[config.mk]
export PLATFORM = sky130hd
export DESIGN_NAME = uart_rx_top
export DESIGN_NICKNAME = d
export VERILOG_FILES = /design/src/rtl/uart_rx_top.sv
export SDC_FILE = /design/constraint.sdc
export NUM_CORES = 1
export LEC_CHECK = 0
export ABC_CLOCK_PERIOD_IN_PS = 7350
export CAP_MARGIN = 10
export CORE_UTILIZATION = 35
export DETAILED_ROUTE_END_ITERATION = 12
export GPL_TIMING_DRIVEN = 0
export SLEW_MARGIN = 20
export SYNTH_ARGS = -nofsm -noshare
export SYNTH_HDL_FRONTEND = slang
export SYNTH_SLANG_ARGS = --single-unit
[constraint.sdc]
create_clock -name clk_i -period 7.35 [get_ports clk_i]
set_input_delay 2.205 -clock clk_i [delete_from_list [all_inputs] [get_ports clk_i]]
set_output_delay 2.205 -clock clk_i [all_outputs]
set_load 0.1 [all_outputs]
[src/rtl/uart_rx_top.sv]
// UART receive path: synchroniser, oversampled 8N1 frame assembly, 32-entry FWFT FIFO, sticky errors.
// Define UART_RX_PARITY_EN to receive 8E1 frames and expose UART_Durum_Yazmaci_rx_parity_err.
module uart_rx_top #(
  parameter int FIFO_AW     = 5,
  parameter int SYNC_STAGES = 2
) (
  input  logic        clk_i,
  input  logic        rstn_i,
  input  logic        UART_Kontrol_Yazmaci_rx_Active,
  input  logic [15:0] baud_div,
  input  logic        uart_rx_i,
  input  logic        UART_Veri_Okuma_Yazmaci_enable,
  output logic [7:0]  UART_Veri_Okuma_Yazmaci_rdata,
  output logic        UART_Durum_Yazmaci_rx_full,
  output logic        UART_Durum_Yazmaci_rx_empty,
  output logic        UART_Durum_Yazmaci_rx_frame_err,
  output logic        UART_Durum_Yazmaci_rx_overrun,
`ifdef UART_RX_PARITY_EN
  output logic        UART_Durum_Yazmaci_rx_parity_err,
`endif
  input  logic        UART_Durum_Yazmaci_err_clr
);

  localparam int DEPTH = 1 << FIFO_AW;

`ifdef UART_RX_PARITY_EN
  localparam int SW = 5;
  localparam logic [4:0] S_IDLE   = 5'b00001;
  localparam logic [4:0] S_START  = 5'b00010;
  localparam logic [4:0] S_DATA   = 5'b00100;
  localparam logic [4:0] S_PARITY = 5'b01000;
  localparam logic [4:0] S_STOP   = 5'b10000;
`else
  localparam int SW = 4;
  localparam logic [3:0] S_IDLE  = 4'b0001;
  localparam logic [3:0] S_START = 4'b0010;
  localparam logic [3:0] S_DATA  = 4'b0100;
  localparam logic [3:0] S_STOP  = 4'b1000;
`endif

  logic [SYNC_STAGES-1:0] sync_q;
  logic                   rx_s;
  logic [SW-1:0]          state;
  logic [15:0]            tmr;
  logic [15:0]            bd_q;
  logic [2:0]             bit_idx;
  logic [7:0]             shreg;
  logic                   par_q;
  logic                   armed;
  logic                   tick;
  logic                   start_det;
  logic                   stop_ev;
  logic                   good;
  logic                   par_bad;
  logic                   push;
  logic                   pop;
  logic [7:0]             mem [DEPTH];
  logic [FIFO_AW-1:0]     wr_ptr;
  logic [FIFO_AW-1:0]     rd_ptr;
  logic [FIFO_AW:0]       count;

  always_ff @(posedge clk_i or negedge rstn_i) begin
    if (!rstn_i) sync_q <= '1;
    else         sync_q <= {sync_q[SYNC_STAGES-2:0], uart_rx_i};
  end
  assign rx_s = sync_q[SYNC_STAGES-1];

  // A start is only accepted after the line has been seen high in idle, so a break does not retrigger.
  always_ff @(posedge clk_i or negedge rstn_i) begin
    if (!rstn_i) armed <= 1'b1;
    else         armed <= (state == S_IDLE) ? (armed | rx_s) : 1'b0;
  end

  assign tick      = (tmr <= 16'd1);
  assign start_det = UART_Kontrol_Yazmaci_rx_Active && (state == S_IDLE) && armed && !rx_s;
  assign stop_ev   = UART_Kontrol_Yazmaci_rx_Active && (state == S_STOP) && tick;

  always_ff @(posedge clk_i or negedge rstn_i) begin
    if (!rstn_i) begin
      state   <= S_IDLE;
      tmr     <= 16'd0;
      bd_q    <= 16'd0;
      bit_idx <= 3'd0;
      shreg   <= 8'd0;
      par_q   <= 1'b0;
    end else if (!UART_Kontrol_Yazmaci_rx_Active) begin
      state <= S_IDLE;
    end else begin
      case (state)
        S_IDLE: if (start_det) begin
          bd_q  <= baud_div;
          tmr   <= {1'b0, baud_div[15:1]};
          state <= S_START;
        end
        S_START: if (tick) begin
          if (!rx_s) begin
            state   <= S_DATA;
            bit_idx <= 3'd0;
            tmr     <= bd_q;
          end else begin
            state <= S_IDLE;
          end
        end else tmr <= tmr - 16'd1;
        S_DATA: if (tick) begin
          shreg   <= {rx_s, shreg[7:1]};
          tmr     <= bd_q;
          bit_idx <= bit_idx + 3'd1;
`ifdef UART_RX_PARITY_EN
          if (bit_idx == 3'd7) state <= S_PARITY;
`else
          if (bit_idx == 3'd7) state <= S_STOP;
`endif
        end else tmr <= tmr - 16'd1;
`ifdef UART_RX_PARITY_EN
        S_PARITY: if (tick) begin
          par_q <= rx_s;
          tmr   <= bd_q;
          state <= S_STOP;
        end else tmr <= tmr - 16'd1;
`endif
        S_STOP: if (tick) state <= S_IDLE;
                else      tmr   <= tmr - 16'd1;
        default: state <= S_IDLE;
      endcase
    end
  end

`ifdef UART_RX_PARITY_EN
  assign par_bad = stop_ev && rx_s && (^{shreg, par_q});
`else
  assign par_bad = 1'b0;
`endif
  assign good = stop_ev && rx_s && !par_bad;
  assign pop  = UART_Veri_Okuma_Yazmaci_enable && (count != '0);
  // A pop in the same cycle frees the slot, so a full FIFO can still accept the byte.
  assign push = good && (!UART_Durum_Yazmaci_rx_full || pop);

  always_ff @(posedge clk_i) begin
    if (push) mem[wr_ptr] <= shreg;
  end

  always_ff @(posedge clk_i or negedge rstn_i) begin
    if (!rstn_i) begin
      wr_ptr <= '0;
      rd_ptr <= '0;
      count  <= '0;
    end else begin
      if (push) wr_ptr <= wr_ptr + 1'b1;
      if (pop)  rd_ptr <= rd_ptr + 1'b1;
      if (push && !pop)      count <= count + 1'b1;
      else if (pop && !push) count <= count - 1'b1;
    end
  end

  assign UART_Durum_Yazmaci_rx_empty   = (count == '0);
  assign UART_Durum_Yazmaci_rx_full    = (count == (FIFO_AW+1)'(DEPTH));
  assign UART_Veri_Okuma_Yazmaci_rdata = UART_Durum_Yazmaci_rx_empty ? 8'h00 : mem[rd_ptr];

  always_ff @(posedge clk_i or negedge rstn_i) begin
    if (!rstn_i) begin
      UART_Durum_Yazmaci_rx_frame_err <= 1'b0;
      UART_Durum_Yazmaci_rx_overrun   <= 1'b0;
    end else begin
      if (stop_ev && !rx_s)                     UART_Durum_Yazmaci_rx_frame_err <= 1'b1;
      else if (UART_Durum_Yazmaci_err_clr)      UART_Durum_Yazmaci_rx_frame_err <= 1'b0;
      if (good && UART_Durum_Yazmaci_rx_full && !pop) UART_Durum_Yazmaci_rx_overrun <= 1'b1;
      else if (UART_Durum_Yazmaci_err_clr)      UART_Durum_Yazmaci_rx_overrun   <= 1'b0;
    end
  end

`ifdef UART_RX_PARITY_EN
  always_ff @(posedge clk_i or negedge rstn_i) begin
    if (!rstn_i)                         UART_Durum_Yazmaci_rx_parity_err <= 1'b0;
    else if (par_bad)                    UART_Durum_Yazmaci_rx_parity_err <= 1'b1;
    else if (UART_Durum_Yazmaci_err_clr) UART_Durum_Yazmaci_rx_parity_err <= 1'b0;
  end
`endif

endmodule

==> results.yml <==
run_status:
  outcome: "finished clean"
routing:
  routed_wl_um: 29500
  first_pass_iters: 5
  wl_per_cell_um: 21.0
  viasPerCell: 5.22
  drt_first_iter_violations: 642
  dr_total_vias: 7316
  antenna_left: 0
  remaining_drc_errors: 0
cells_and_area:
  synthToLayoutAreaGrowth_pct: 16.4
  seqCellArea_mm2: 0.00940
  design_area_mm2: 0.0159
  diodes: 0
  nets: 900
  utilization_pct: 41.8
  drive_above_1_share_pct: 21.8
  fillers: 3479
  multi_input_area_mm2: 0.00391
clock_network:
  clock_sinks: 324
  clock-root-buffer: "clkbuf_16"
  clk_pin_slew_ns: 0.06
  tritoncts: "done"
  h-tree-depth: 2
  postCtsSetupBuffers: 0
  cts.repair.resized: 0
  cts_buffers: 35
  cts_buffer_depth: 3
  ctsHoldBuffers: 0
  clk_latency_ns: 0.55
global_routing:
  antenna_found_initial: 0
  grt_max_degree: 39
  groute.usage.overall_pct: 15.5
  grt_use_met1_pct: 22.1
  grt_pass1_wl_um: 45900
  grt.met2_usage_pct: 24.0
  grt_pass1_vias: 7464
  grt-ovfl-total: 0
  top_usage_layer: "met2"
  gr-usage-met3_pct: 2.89
floorplanning:
  die_y_um: 199
  row_count: 71
  dieArea_mm2: 0.0398
  ios: 34
  chipWidth_um: 199
  initial_core_util_pct: 35.9
  coreArea_mm2: 0.0380
placement:
  io_buffers: 33
  postPlaceCellArea_mm2: 0.0146
  gp_congestion: 0.834
  dp_hpwl_um: 19300
sta:
  slew_violations: 0
  period_minus_slack_ns: 6.68
  fin_skew_ns: 0.0320
  fmax_ghz: 0.150
  rsz0062_at_grt: "false"
  relSlewSlack_pct: 29.8
  worst_pin_slew_ns: 1.05
  hold_viol_final: 0
  period_share_pct: 90.9
  final.setup.tns_ns: 0
  setup_viol: 0
logic_synthesis:
  synthCells: 792
  synth_edf_count: 256
  syn-cell-area_mm2: 0.0136
  yosysWarnings: 0
  ys.flop_type: "edfxtp_1"
  async_flop_share_pct: 21.0
  ys_ff_latch: 324
  avgSynthCellArea_um2: 17.2
  synth.distinct_cells: 59
  yosysSeqAreaShare_pct: 68.9
  synth_nets: 829
pwr:
  irDropWorstVdd_mv: 0.168
  p_switching_mw: 1.63
  intPower_mw: 3.71
  p_seq_share_pct: 40.8
  pwr_density_cell_mw_per_mm2: 337
  comb_power_share_pct: 24.0
  p_sw_share_pct: 30.5
  p_total_mw: 5.35
  power.clock.fraction_pct: 35.2
  p_leak_nw: 5.29
setup_path:
  worstSetupStartpointType: "flip-flop"
  crit_fanout: 10
  cp.arrival_ns: 4.48
  critPathRequiredTime_ns: 5.14
  crit_type: "reg2out"
  crit_path_end_kind: "primary output"
run:
  drv_cap: 0
hold_path:
  hold_class: "reg2reg"
[final cells by class]
class / count / share of cell area [%]
clock inverters: 23 / 2.07
repair buffers: 34 / 2.19
plain buffers: 39 / 1.00
multi-input cells: 381 / 24.6
clock buffers: 41 / 5.72
flip-flops and latches: 324 / 59.2
inverters: 48 / 1.14
well taps: 511 / 4.03
[stage by stage]
stage	hold slack (ns)	cells	worst slack, ns
floorplan	0.345	792	2.00
global placement	0.349	1336	1.22
detailed placement	0.350	1337	1.20
CTS	0.362	1401	0.622
global route	0.366	1401	0.471
finish	0.358	1401	0.669
[Yosys cell counts (all sizes together), types with 12 or more instances]
cell	count	share of area, %
xnor2	12	0.77
a211oi	18	0.99
clkbuf	23	0.63
mux2	27	2.2
ha	14	1.3
inv	48	1.3
o22ai	23	1.1
nor2	51	1.4
nand2	25	0.71
mux4	80	13
edfxtp	256	56
buf	16	0.53
dfrtp	64	12
[path summary, 6_finish.rpt]
check                                       from                                         to  slack [ns]  depth (start not counted)
max in group asynchronous                 rstn_i                            armed$_DFF_PN1_        5.10                          2
min in group asynchronous                 rstn_i  UART_Durum_Yazmaci_rx_overrun$_DFFE_PN0P_        1.60                          1
max reg2reg                   tmr[4]$_DFFE_PN0P_                       count[5]$_DFFE_PN0P_        3.47                         11
max                        rd_ptr[0]$_DFFE_PN0P_           UART_Veri_Okuma_Yazmaci_rdata[0]        0.67                          7
min                          sync_q[0]$_DFF_PN1_                        sync_q[1]$_DFF_PN1_        0.36                          0
min reg2reg                  sync_q[0]$_DFF_PN1_                        sync_q[1]$_DFF_PN1_        0.36                          0
[layer usage]
layer  wire length (µm)  up-vias  part of all wire [%]
li1                   -     3313                     -
met1              13400     3741                    45
met2              13700      212                    46
met3               1730       50                   5.9
met4                687        0                   2.3
met5                  0        -                     0
[critical path, stage by stage, from the launching register on]
cell and delay, ns:
dfrtp_1 0.39, buf_1 0.67, buf_2 0.51, mux4_2 0.60, mux4_2 0.47, inv_1 0.13
o22ai_1 0.14, clkdlybuf4s50_1 1.00
[cell families after synthesis]
kind of cell	share of synthesized area (%)
xor+xnor	0.963
flops	68.9
compound gates	4.98
simple gates	5.63
buf+inv	2.49
fa+ha+maj	1.43
mux	15.7
[sequential cells by signal, summed over array words and instances, names as in the netlist]
register                         flops
mem                                256
bd_q                                16
tmr                                 16
shreg                                8
count                                6
rd_ptr                               5
wr_ptr                               5
state                                4
bit_idx                              3
sync_q                               2
UART_Durum_Yazmaci_rx_frame_err      1
UART_Durum_Yazmaci_rx_overrun        1
armed                                1
[cell usage in the layout (no fill, tap or decap), types with 4 or more instances in the layout]
master           instances
nor3_1                   7
ha_1                    14
dfstp_2                  4
buf_1                    6
a211oi_1                18
or2_2                    4
inv_1                   48
or4_1                    5
nor4_1                   5
dfrtp_1                 58
a221oi_1                11
mux4_2                  80
bufinv_16                7
clkbuf_1                28
clkinv_1                 6
nand3_1                  5
a21oi_1                  8
clkdlybuf4s50_1         32
nand3b_1                 4
clkbuf_16               35
nand2_1                 24
clkinv_2                 5
o22ai_1                 23
buf_2                   10
nor2_1                  51
and2_1                   9
xnor2_1                 12
o21ai_0                 11
edfxtp_1               256
or3_1                    5
dfrtp_2                  6
mux2_2                  27
nand4_1                 10
[power groups by stage]
| stage | Combinational [mW] | Sequential, mW | Clock [mW] |
|---|---|---|---|
| floorplan | 0.982 | 2.19 | 0 |
| global placement | 1.29 | 2.21 | 0 |
| detailed placement | 1.30 | 2.22 | 0 |
| CTS | 1.30 | 2.18 | 1.92 |
| global route | 1.39 | 2.20 | 1.99 |
| finish | 1.28 | 2.18 | 1.88 |
Power figures use the tool's default switching activity.
